$ cat src/rtl/fetch_stage.sv
// rtl/fetch_stage.sv - MIPS instruction-fetch stage: PC register and IF/ID pipeline register
module fetch_stage #(
    parameter logic [31:0] PC_RESET   = 32'h0000_3000,
    parameter logic [31:0] EXC_VECTOR = 32'h0000_4180,
    parameter logic [31:0] IM_BASE    = 32'h0000_3000,
    parameter logic [31:0] IM_LIMIT   = 32'h0000_6FFC
) (
    input  logic        clk,
    input  logic        reset,
    input  logic        stall,
    input  logic        branch,
    input  logic        branch_taken,
    input  logic [31:0] branch_target,
    input  logic        eret,
    input  logic [31:0] epc,
    input  logic        exc_req,
    output logic [31:0] im_addr,
    input  logic [31:0] im_instr,
    output logic [31:0] d_instr,
    output logic [31:0] d_pc,
    output logic [31:0] d_pc8,
    output logic        d_bd,
    output logic        d_exc,
    output logic [4:0]  d_exccode
);

    localparam logic [4:0] EXC_ADEL = 5'd4;

    logic [31:0] pc;
    logic        fe;
    logic [31:0] cap_instr;
    logic        cap_exc;
    logic [4:0]  cap_exccode;

    assign im_addr = pc;

    // Fetch address error on the current PC and what IF/ID would capture from it
    always_comb begin
        fe          = (pc[1:0] != 2'b00) || (pc < IM_BASE) || (pc > IM_LIMIT);
        cap_instr   = im_instr;
        cap_exc     = 1'b0;
        cap_exccode = 5'd0;
        if (fe) begin
            cap_instr   = 32'd0;
            cap_exc     = 1'b1;
            cap_exccode = EXC_ADEL;
        end
    end

    // PC and IF/ID update: exception entry beats stall, stall beats redirects
    always_ff @(posedge clk or negedge reset) begin
        if (!reset) begin
            pc        <= PC_RESET;
            d_instr   <= 32'd0;
            d_pc      <= PC_RESET;
            d_pc8     <= PC_RESET + 32'd8;
            d_bd      <= 1'b0;
            d_exc     <= 1'b0;
            d_exccode <= 5'd0;
        end else if (exc_req) begin
            pc        <= EXC_VECTOR;
            d_instr   <= 32'd0;
            d_pc      <= pc;
            d_pc8     <= pc + 32'd8;
            d_bd      <= 1'b0;
            d_exc     <= 1'b0;
            d_exccode <= 5'd0;
        end else if (!stall) begin
            d_pc  <= pc;
            d_pc8 <= pc + 32'd8;
            if (eret) begin
                // eret has no delay slot: squash the sequential fetch
                pc        <= epc;
                d_instr   <= 32'd0;
                d_bd      <= 1'b0;
                d_exc     <= 1'b0;
                d_exccode <= 5'd0;
            end else begin
                pc        <= branch_taken ? branch_target : pc + 32'd4;
                d_instr   <= cap_instr;
                d_bd      <= branch & ~eret;
                d_exc     <= cap_exc;
                d_exccode <= cap_exccode;
            end
        end
    end

endmodule

$ cat config.mk
export PLATFORM = sky130hd
export DESIGN_NAME = fetch_stage
export DESIGN_NICKNAME = d
export VERILOG_FILES = /design/src/rtl/fetch_stage.sv
export SDC_FILE = /design/constraint.sdc
export NUM_CORES = 1
export LEC_CHECK = 0
export CORE_MARGIN = 5
export CORE_UTILIZATION = 38
export CTS_BUF_LIST = sky130_fd_sc_hd__clkbuf_8
export DETAILED_ROUTE_END_ITERATION = 12
export HOLD_SLACK_MARGIN = 0.03
export PLACE_DENSITY = 0.82
export SLEW_MARGIN = 20
export SYNTH_ARGS = -nofsm -noshare
export SYNTH_HDL_FRONTEND = slang
export SYNTH_SLANG_ARGS = --single-unit
$ cat constraint.sdc
create_clock -name clk -period 3.2 [get_ports clk]
set_input_delay 0.64 -clock clk [delete_from_list [all_inputs] [get_ports clk]]
set_output_delay 0.64 -clock clk [all_outputs]
set_load 0.02 [all_outputs]
# == Word-level counts from Yosys, hierarchy flattened ==
# Index checks and enable logic that the tools add are counted.
# classes
addsub,2
order_cmp,2
n_eq_ne,1
muxes,23
bitwise,2
n_reduce_logical,3
# ops
cell,count
32-bit 2-to-1 mux,12
32-bit by 3-bit adder with 32-bit output (second input constant),1
32-bit by 4-bit adder with 32-bit output (second input constant),1
32-bit by 15-bit greater-than comparator with 1-bit output (second input constant),1
32-bit by 14-bit < comparator with 1-bit output (second input constant),1
5-bit 2-to-1 mux,3
1-bit 2-to-1 mux,7
3-bit 2-to-1 mux,1
1-bit logical OR,2
2-bit by 1-bit != test with 1-bit output (second input constant),1
2-bit nonzero test,1
1-bit bitwise AND,1
1-bit inverter,1
# totals
reg_bits,135
in_bits,103
output_inout_bits,135

# == Depth between registers and ports, before layout ==
# Gate-level depths: netlist of run 1.
# depth
ltp_word,7
depth_mapped,8
ltp_nobuf,6

# == Least setup slack after synthesis of run 1 ==
# No wires, ideal clock.
# synth_timing
path_kind,flip-flop to flip-flop
startpoint,"register pc[4], in the netlist im_addr[4]"
endpoint,"register pc[31], in the netlist im_addr[31]"
t_arrival_ps,2054
required_time_ps,3113
setup_slack_ps,1059
path_stages_with_launch,7
period_less_slack_ps,2141
path_cell_list,dfrtp_1 > ha_1 > nand3_1 > nor4_4 > nand3_2 > or4_1 > o211ai_1
# synth_via
elab_chain_len,5
# synth_lines
item,line,rtl
"start, declared",29,logic [31:0] pc;
"start signal, assigned",73,pc <= epc;
"start signal, assigned",79,pc <= branch_taken ? branch_target : pc + 32'd4;
32-bit by 3-bit adder with 32-bit output,79,
32-bit 2-to-1 mux,79,
32-bit 2-to-1 mux,71,if (eret) begin
32-bit 2-to-1 mux,68,end else if (!stall) begin
32-bit 2-to-1 mux,60,end else if (exc_req) begin
# No other way between the ends. The select of a mux whose other input is x is not followed.
# A chain may end at the register's enable or synchronous reset.

# == Worst setup path in the final report of run 1 ==
# layout_timing
startpoint,"register pc[13], in the netlist im_addr[13]"
endpoint,output port im_addr[13]
# layout_lines
item,line,rtl
"end, declared",17,"output logic [31:0] im_addr,"
# No word-level cell between the ends.

==> impl_metrics.yaml, run 1 <==
power_and_ir_drop:
  vdd_drop_max_v: 0.000284
  p_switching_w: 0.00121
  netSwitchingFraction_pct: 27.1
  pwr-share-seq_pct: 40.7
  p_comb_share_pct: 19.4
  intPower_w: 0.00324
  p_leak_nw: 3.87
  power_density_mw_per_mm2: 468
  total_power_w: 0.00445
  p_clk_share_pct: 39.9
global_route:
  grt.overflow.total: 0
  grt_max_degree: 110
  track_usage_pct: 22.4
  grt_antenna_before_repair: 2
  first_global_vias: 6023
  grt_pass1_wl_mm: 34.8
drt:
  drtIter0Drc: 622
  wl_per_cell_microns: 20.4
  drtAntennaViolNets: 0
  dr.pass1.iters: 5
  post_drt_via_cell_ratio: 5.41
  via_count: 6011
  drc: 0
  routed_wl_mm: 22.7
clock_network:
  holdBufCountCts: 0
  clock_path_buffers: 2
  cts_setup_buffers: 0
  ctsRootBufferMaster: "clkbuf_8"
  cts_tree: "done"
  cts.repair.resized: 0
  clkLatencyLatePin_ps: 450
  clock_sinks: 127
  numCtsBuffers: 17
  clk_pin_slew_ps: 80
  htree_levels: 4
setup_path:
  worstPathCellList: "clkdlybuf4s50_1"
  critical-path-top-delay-family: "buffers and inverters"
  cp-end-kind: "primary output"
  crit_required_ps: 2560
  criticalPathCategory: "flip-flop to primary output"
  slowest_delay_ps: 700
  cp-start-kind: "flip-flop"
  worst-path-buf-inv: 1
  timing.rr.start: "im_addr[4]$_DFFE_PN0P_"
  cp_slowest_cell: "clkdlybuf4s50_1"
  cp.arrival_ps: 1830
  worstRegToRegCells: 7
  r2r_slack_ps: 740
  rr_endpoint: "im_addr[31]$_DFFE_PN0P_"
  path_max_fanout: 10
synthesis:
  ys_ff_latch: 127
  yosys_warnings: 0
  ys_top_cells_by_area: "dfrtp_1, o21ai_0, a22o_1"
  synth_top_area_share_pct: 46.0
  ys_async_sr_fraction_pct: 100
  yosysTopAreaCell: "dfrtp_1"
  syn_inst: 668
  syn_avg_cell_area_sq_um: 9.78
  synth_ff_type: "dfrtp_1"
  synth_edf_count: 0
  synth.distinct_cells: 55
  synth_area_sq_mm: 0.00653
  ys_seq_area_share_pct: 48.8
sta:
  final.setup.tns_ps: 0
  setup_viol_count_final: 0
  clock_skew_ps: 11.9
  finalCritPeriodShare_pct: 77.2
  slew_headroom_pct: 28.9
  maxSlewViolCount: 0
  fmax_mhz: 405
  finalHoldViolCount: 0
  fin_crit_ps: 2470
  holdWs_ps: 282
  worst_pin_slew_ps: 1060
  rsz0062_at_grt: "false"
finish:
  area_growth_pct: 45.5
  final_cell_mix: "clkdlybuf4s50_1, dfrtp_1, nand2_1, o21ai_0, a22o_1"
  final_area_sq_mm: 0.00951
  layout-drive-gt1-share_pct: 10.6
  nNetsFinal: 980
  fin_util_pct: 55.7
  fillers: 1499
  layout_commonest_cell: "clkdlybuf4s50_1"
  n_antenna_cell: 0
run:
  cap_violations: 0
floorplan:
  dieArea_sq_mm: 0.0199
  start_util_pct: 38.3
  die_height_microns: 141
  placementRows: 48
  die_w_microns: 141
  io_pins: 238
  core_sq_mm: 0.0171
min_path:
  hold_class: "primary input to asynchronous set/reset pin"
run_status:
  status: "finished, final reports clean"
placement:
  placed_area_sq_mm: 0.00900
  numPortBuffers: 233
  dp_hpwl_mm: 16.2
  gp_congestion: 0.872
[power by group through the flow]
stage	clock [W]	combinational (W)	sequential, W
after global placement	0	0.000856	0.00184
after floorplan	0	0.000305	0.00193
after CTS	0.00180	0.000868	0.00181
final	0.00177	0.000862	0.00181
after global routing	0.00186	0.000925	0.00183
after detailed placement	0	0.000865	0.00184
[layout make-up]
cell class              count  area [sq um]  area share [%]
multi-input cells         460          2970            31.3
inverters                  14          52.6           0.553
flip-flops and latches    127          3190            33.5
clock inverters            12           239            2.51
clock buffers              19           262            2.75
well taps                 225           282            2.96
repair buffers            255          2510            26.4
[worst max-delay path by stage]
stage	from	endpoint	slack [ps]	cells past startpoint
after global placement	branch_taken	im_addr[10]$_DFFE_PN0P_	410	6
after global routing	im_addr[4]$_DFFE_PN0P_	im_addr[31]$_DFFE_PN0P_	610	7
after CTS	im_addr[13]$_DFFE_PN1P_	d_instr[28]$_DFFE_PN0P_	470	5
after detailed placement	exc_req	d_instr[2]$_DFFE_PN0P_	330	6
after floorplan	im_addr[4]$_DFFE_PN0P_	im_addr[31]$_DFFE_PN0P_	1060	6
final	im_addr[13]$_DFFE_PN1P_	im_addr[13]	730	1
[routing by layer]
layer  global-route usage [%]  vias to the layer above  part of all wire [%]
li1                         -                     2813                     -
met1                     29.6                     2880                    41
met2                     36.0                      265                    49
met3                     5.53                       49                   7.4
met4                     7.85                        4                   2.2
met5                        0                        -                  0.12
[cells in the mapped netlist (14+ instances only)]
cell type and count:
mux2_2 23, a22o_1 36, buf_2 16, nand2_1 72, nor2_1 35, buf_4 15
dfrtp_1 120, clkbuf_1 37, nand3_1 22, xnor2_1 24, a21oi_1 23, xor2_1 16
o21ai_0 67, nor3_1 14
[stage by stage]
step,cells,setup slack [ps]
final,1112,730
after global routing,1112,607
after CTS,1112,473
after detailed placement,1081,330
after global placement,1081,407
after floorplan,671,1060
[flip-flops by register name, summed over array words and instances (netlist names)]
register	count
d_instr	32
im_addr	32
d_pc	32
d_exccode	1
d_pc8	29
d_bd	1
[cell families after synthesis]
group,share of synthesized area (%)
mux,5.50
fa+ha+maj,0.383
buf+inv,6.00
simple gates,15.1
flops,48.8
xor+xnor,5.36
compound gates,18.8
other cells,0.0574
Power figures use the tool's default switching activity.
==> inputs of run 2 (changes only) <==
==> constraint.sdc (replaced) <==
create_clock -name clk -period 2.4 [get_ports clk]
set_input_delay 0.48 -clock clk [delete_from_list [all_inputs] [get_ports clk]]
set_output_delay 0.48 -clock clk [all_outputs]
set_load 0.02 [all_outputs]
==> run 2 against run 1 <==
Clock skew up 5.0 ps. Sequential power up 32%. Power up 32%. Critical endpoint is now im_addr[31]$_DFFE_PN0P_. Core utilization up 1.5 points. Critical path depth up 6. Sequential share of layout area down 0.89 points. Via count up 5.1%. Highest routed layer is now met4. Design area up 2.7%. Global-route usage up 0.71 points. Die area unchanged. Wire length up 2.2%. Register-to-register slack worse by 650 ps.
==> impl_metrics.yaml, run 2 (synthesis results as in run 1) <==
finish:
  layout-drive-gt1-share_pct: 13.9
  final_cell_mix: "clkdlybuf4s50_1, dfrtp_1, nand2_1, o21ai_0, buf_4"
  n_antenna_cell: 0
  final_area_sq_mm: 0.00976
  nNetsFinal: 1014
  fin_util_pct: 57.2
  area_growth_pct: 49.5
  fillers: 1461
  layout_commonest_cell: "clkdlybuf4s50_1"
floorplan:
  placementRows: 48
  die_height_microns: 141
  dieArea_sq_mm: 0.0199
  die_w_microns: 141
  io_pins: 238
  start_util_pct: 38.3
  core_sq_mm: 0.0171
sta:
  finalHoldViolCount: 0
  maxSlewViolCount: 0
  slew_headroom_pct: 60.9
  setup_viol_count_final: 0
  clock_skew_ps: 16.9
  fin_crit_ps: 2310
  fmax_mhz: 434
  finalCritPeriodShare_pct: 96.1
  worst_pin_slew_ps: 581
setup_path:
  critPathLaunch: "im_addr[4]$_DFFE_PN0P_"
  path_max_fanout: 5
  timing.rr.start: "im_addr[4]$_DFFE_PN0P_"
  cp.arrival_ps: 2690
  worstRegToRegCells: 7
  criticalPathCategory: "flip-flop to flip-flop"
  cp-start-kind: "flip-flop"
  cp-end-kind: "flip-flop"
  crit_required_ps: 2780
drt:
  via_count: 6316
  drtAntennaViolNets: 0
  routed_wl_mm: 23.2
  dr.pass1.iters: 5
  post_drt_via_cell_ratio: 5.51
  wl_per_cell_microns: 20.2
  drc: 0
  drtIter0Drc: 648
global_route:
  use_met1_pct: 29.4
  top_usage_layer: "met2"
  grt.overflow.total: 0
  grt_max_degree: 65
  track_usage_pct: 23.1
  met3_usage_pct: 5.70
  grt_pass1_wl_mm: 35.9
  grt_antenna_before_repair: 0
  first_global_vias: 6330
  use_met2_pct: 37.6
clock_network:
  cts_tree: "done"
  clk_pin_slew_ps: 80
  cts.repair.resized: 0
  ctsRootBufferMaster: "clkbuf_8"
  numCtsBuffers: 17
  clock_path_buffers: 2
  clock_sinks: 127
  htree_levels: 4
  clkLatencyLatePin_ps: 470
run:
  cap_violations: 0
power_and_ir_drop:
  p_leak_nw: 4.02
  vdd_drop_max_v: 0.000334
  power_density_mw_per_mm2: 602
min_path:
  hold_depth: 2
  hold_class: "flip-flop to flip-flop"
  hp-start: "d_pc8[28]$_DFFE_PN0P_"
placement:
  dp_hpwl_mm: 17.5
  gp_congestion: 0.931
  placed_area_sq_mm: 0.00927
  numPortBuffers: 233
run_status:
  status: "finished, final reports clean"
[run 2: cell types whose count changed in the layout (fill, tap and decap cells not counted), sizes merged]
cell         delta
buf            +33
clkinv          +3
clkbuf          -2
clkinvlp        +2
bufinv          -1
dlygate4sd3     +1
inv             -1
[run 2: worst max-delay path: stages (launching register included)]
cell and delay (ps):
dfrtp_1 380, ha_1 300, nand3_1 260, nor4_4 350
buf_4 180, nand3_2 100, or4_1 530, o211ai_1 110
[run 2: layer usage]
| layer | routed length [microns] | part of all wire [%] | vias to the layer above |
|---|---|---|---|
| met4 | 690 | 3.0 | 0 |
| met5 | 0 | 0 | - |
| met2 | 11500 | 49 | 326 |
| met1 | 9150 | 39 | 3044 |
| met3 | 1890 | 8.1 | 59 |
| li1 | - | - | 2887 |
[run 2: worst paths after layout]
path                                                end  slack (ps)
worst max-delay path            im_addr[31]$_DFFE_PN0P_          90
worst min-delay path              d_pc8[28]$_DFFE_PN0P_         480
worst max register to register  im_addr[31]$_DFFE_PN0P_          90
worst min register to register    d_pc8[28]$_DFFE_PN0P_         480
max in group asynchronous          d_pc8[3]$_DFFE_PN1P_        1130
min in group asynchronous          d_pc8[8]$_DFFE_PN0P_         560
[run 2: through the flow]
step                total power, W  setup TNS [ps]  worst slack [ps]  cells  hold WS [ps]
floorplan                  0.00297               0               259    671           184
global placement           0.00364               0               105   1113           460
detailed placement         0.00366               0               115   1113           469
CTS                        0.00591               0              99.1   1146           486
global route               0.00609           -25.2             -25.2   1147           500
finish                     0.00587               0              94.6   1147           477
[run 2: power by group]
part / internal, W / switching [W] / total, W
combinational: 0.000596 / 0.000631 / 0.00123
clock: 0.00134 / 0.000917 / 0.00225
sequential: 0.00228 / 0.000117 / 0.00239
total: 0.00421 / 0.00167 / 0.00587
[run 2: layout make-up]
type	instances	area, sq um	share of cell area (%)
flip-flops and latches	127	3190	32.6
clock inverters	15	243	2.49
multi-input cells	460	2970	30.4
inverters	14	52.6	0.538
well taps	225	282	2.88
repair buffers	289	2790	28.6
clock buffers	17	234	2.40
[run 2: what timing repair did]
| item | CTS | global route |
|---|---|---|
| endpoints found under the hold margin | 47 | 0 |
| hold buffers | 1 | 0 |
| buffers inserted | 0 | 1 |
| endpoints found under the setup margin | 0 | 1 |
==> inputs of run 3 (changes only) <==
--- a/config.mk
+++ b/config.mk
@@ -5,6 +5,7 @@
 export SDC_FILE = /design/constraint.sdc
 export NUM_CORES = 1
 export LEC_CHECK = 0
+export CORE_ASPECT_RATIO = 1.25
 export CORE_MARGIN = 5
 export CORE_UTILIZATION = 38
 export CTS_BUF_LIST = sky130_fd_sc_hd__clkbuf_8
==> run 3 against run 2 <==
Worst setup slack better by 66 ps. Largest cell class unchanged. Clock power hardly changed. Via count is 0.84% lower. Design area is 0.40% higher. Highest routed layer unchanged. Non-clock buffer count is 2 lower.
==> impl_metrics.yaml, run 3 (synthesis results as in run 1) <==
min_path:
  hp-start: "d_pc8[19]$_DFFE_PN0P_"
  hold_class: "flip-flop to flip-flop"
  worst_hold_path.endpoint: "d_pc8[19]$_DFFE_PN0P_"
  hold_depth: 2
floorplan:
  die_w_microns: 127
  core_sq_mm: 0.0168
  dieArea_sq_mm: 0.0199
  start_util_pct: 38.8
  placementRows: 53
  io_pins: 238
  die_height_microns: 157
setup_path:
  worstPathCellList: "clkdlybuf4s50_1"
  r2r_slack_ps: 250
  cp-end-kind: "primary output"
  timing.rr.start: "im_addr[13]$_DFFE_PN1P_"
  critical-path-top-delay-family: "buffers and inverters"
  worst-path-buf-inv: 1
  path_max_fanout: 10
  criticalPathCategory: "flip-flop to primary output"
  cp.arrival_ps: 1760
  rr_endpoint: "d_pc8[18]$_DFFE_PN0P_"
  worstRegToRegCells: 5
  slowest_delay_ps: 700
  cp_slowest_cell: "clkdlybuf4s50_1"
  cp-start-kind: "flip-flop"
  crit_required_ps: 1920
clock_network:
  cts_setup_buffers: 0
  numCtsBuffers: 17
  clk_pin_slew_ps: 80
  cts.repair.resized: 0
  cts_tree: "done"
  clock_path_buffers: 2
  htree_levels: 4
  ctsRootBufferMaster: "clkbuf_8"
  clkLatencyLatePin_ps: 440
  clock_sinks: 127
finish:
  layout_commonest_cell: "clkdlybuf4s50_1"
  nNetsFinal: 1012
  layout-drive-gt1-share_pct: 13.7
  n_antenna_cell: 0
  area_growth_pct: 50.1
  final_area_sq_mm: 0.00980
  final_cell_mix: "clkdlybuf4s50_1, dfrtp_1, nand2_1, o21ai_0, buf_4"
  fillers: 1463
placement:
  dp_hpwl_mm: 17.4
  gp_congestion: 0.911
  placed_area_sq_mm: 0.00931
  numPortBuffers: 233
power_and_ir_drop:
  vdd_drop_max_v: 0.000346
  power_density_mw_per_mm2: 601
  p_switching_w: 0.00165
  pwr-share-seq_pct: 40.9
  p_clk_share_pct: 38.6
  intPower_w: 0.00424
  netSwitchingFraction_pct: 28.0
  p_comb_share_pct: 20.5
  p_leak_nw: 4.04
sta:
  clock_skew_ps: 9.58
  fmax_mhz: 446
  finalCritPeriodShare_pct: 93.3
  rsz0062_at_grt: "false"
  maxSlewViolCount: 0
  finalHoldViolCount: 0
  worst_pin_slew_ps: 640
  setup_viol_count_final: 0
  fin_crit_ps: 2240
  slew_headroom_pct: 57.0
  final.setup.tns_ps: 0
drt:
  via_count: 6263
  wl_per_cell_microns: 20.1
  routed_wl_mm: 22.9
  post_drt_via_cell_ratio: 5.49
  dr.pass1.iters: 6
  drtAntennaViolNets: 0
  drtIter0Drc: 459
  drc: 0
global_route:
  grt_max_degree: 51
  grt_pass1_wl_mm: 35.8
  grt_antenna_before_repair: 0
  grt.overflow.total: 0
  first_global_vias: 6498
  track_usage_pct: 23.0
run:
  cap_violations: 0
run_status:
  status: "finished, final reports clean"
-- run 3: changes by cell type in the layout (fill, tap and decap cells not counted), sizes merged --
cell and delta:
buf -2, clkbuf +1, clkinvlp -1
-- run 3: stage by stage --
| step | total power [W] | worst slack, ps | hold WS [ps] | std cells | util, % |
|---|---|---|---|---|---|
| after floorplan | 0.00297 | 259 | 184 | 671 | - |
| after global placement | 0.00364 | 84.9 | 390 | 1107 | 55.2 |
| after detailed placement | 0.00366 | 75.2 | 387 | 1107 | 55.2 |
| after CTS | 0.00595 | 135 | 464 | 1140 | 58.2 |
| after global routing | 0.00613 | 65.0 | 493 | 1140 | 58.2 |
| final | 0.00589 | 160 | 482 | 1140 | 58.2 |
-- run 3: area by class of cell --
cell class,instances,area [sq um],share of cell area (%)
repair buffers,287,2830,28.9
clock buffers,18,248,2.53
well taps,220,275,2.81
multi-input cells,460,2970,30.3
flip-flops and latches,127,3190,32.5
clock inverters,14,239,2.44
inverters,14,52.6,0.536
-- run 3: tightest hold or removal path, cell delays in order (launching register included) --
cell and delay [ps]:
dfrtp_1 340, nand2_1 50, o21ai_0 60
-- run 3: metal layers --
layer | up-vias | part of all wire, % | GRT usage [%]
met5 | - | 0 | 0
met4 | 0 | 3.4 | 10.5
met3 | 55 | 7.9 | 5.91
met2 | 326 | 49 | 37.9
met1 | 3001 | 40 | 28.4
li1 | 2881 | - | -
-- run 3: power by group through the flow --
stage          registers, W  clock network, W  logic, W
2_1_floorplan       0.00257                 0  0.000406
3_3_place_gp        0.00245                 0   0.00119
3_5_place_dp        0.00245                 0   0.00121
4_1_cts             0.00241           0.00232   0.00122
5_1_grt             0.00243           0.00241   0.00129
6_report            0.00241           0.00227   0.00121
-- run 3: worst max-delay path by stage --
stage | start | endpoint | slack (ps) | cells after the start
6_report | im_addr[24]$_DFFE_PN0P_ | im_addr[24] | 160 | 1
3_3_place_gp | exc_req | im_addr[31]$_DFFE_PN0P_ | 80 | 6
4_1_cts | im_addr[24]$_DFFE_PN0P_ | im_addr[24] | 130 | 1
3_5_place_dp | branch_taken | im_addr[23]$_DFFE_PN0P_ | 80 | 4
2_1_floorplan | im_addr[4]$_DFFE_PN0P_ | im_addr[31]$_DFFE_PN0P_ | 260 | 6
5_1_grt | im_addr[24]$_DFFE_PN0P_ | im_addr[24] | 60 | 1
-- run 3: timing repair --
| action | in CTS | in global routing |
|---|---|---|
| hold endpoints to repair | 29 | 0 |
| hold buffers | 1 | 0 |
| setup endpoints to repair | 0 | 0 |
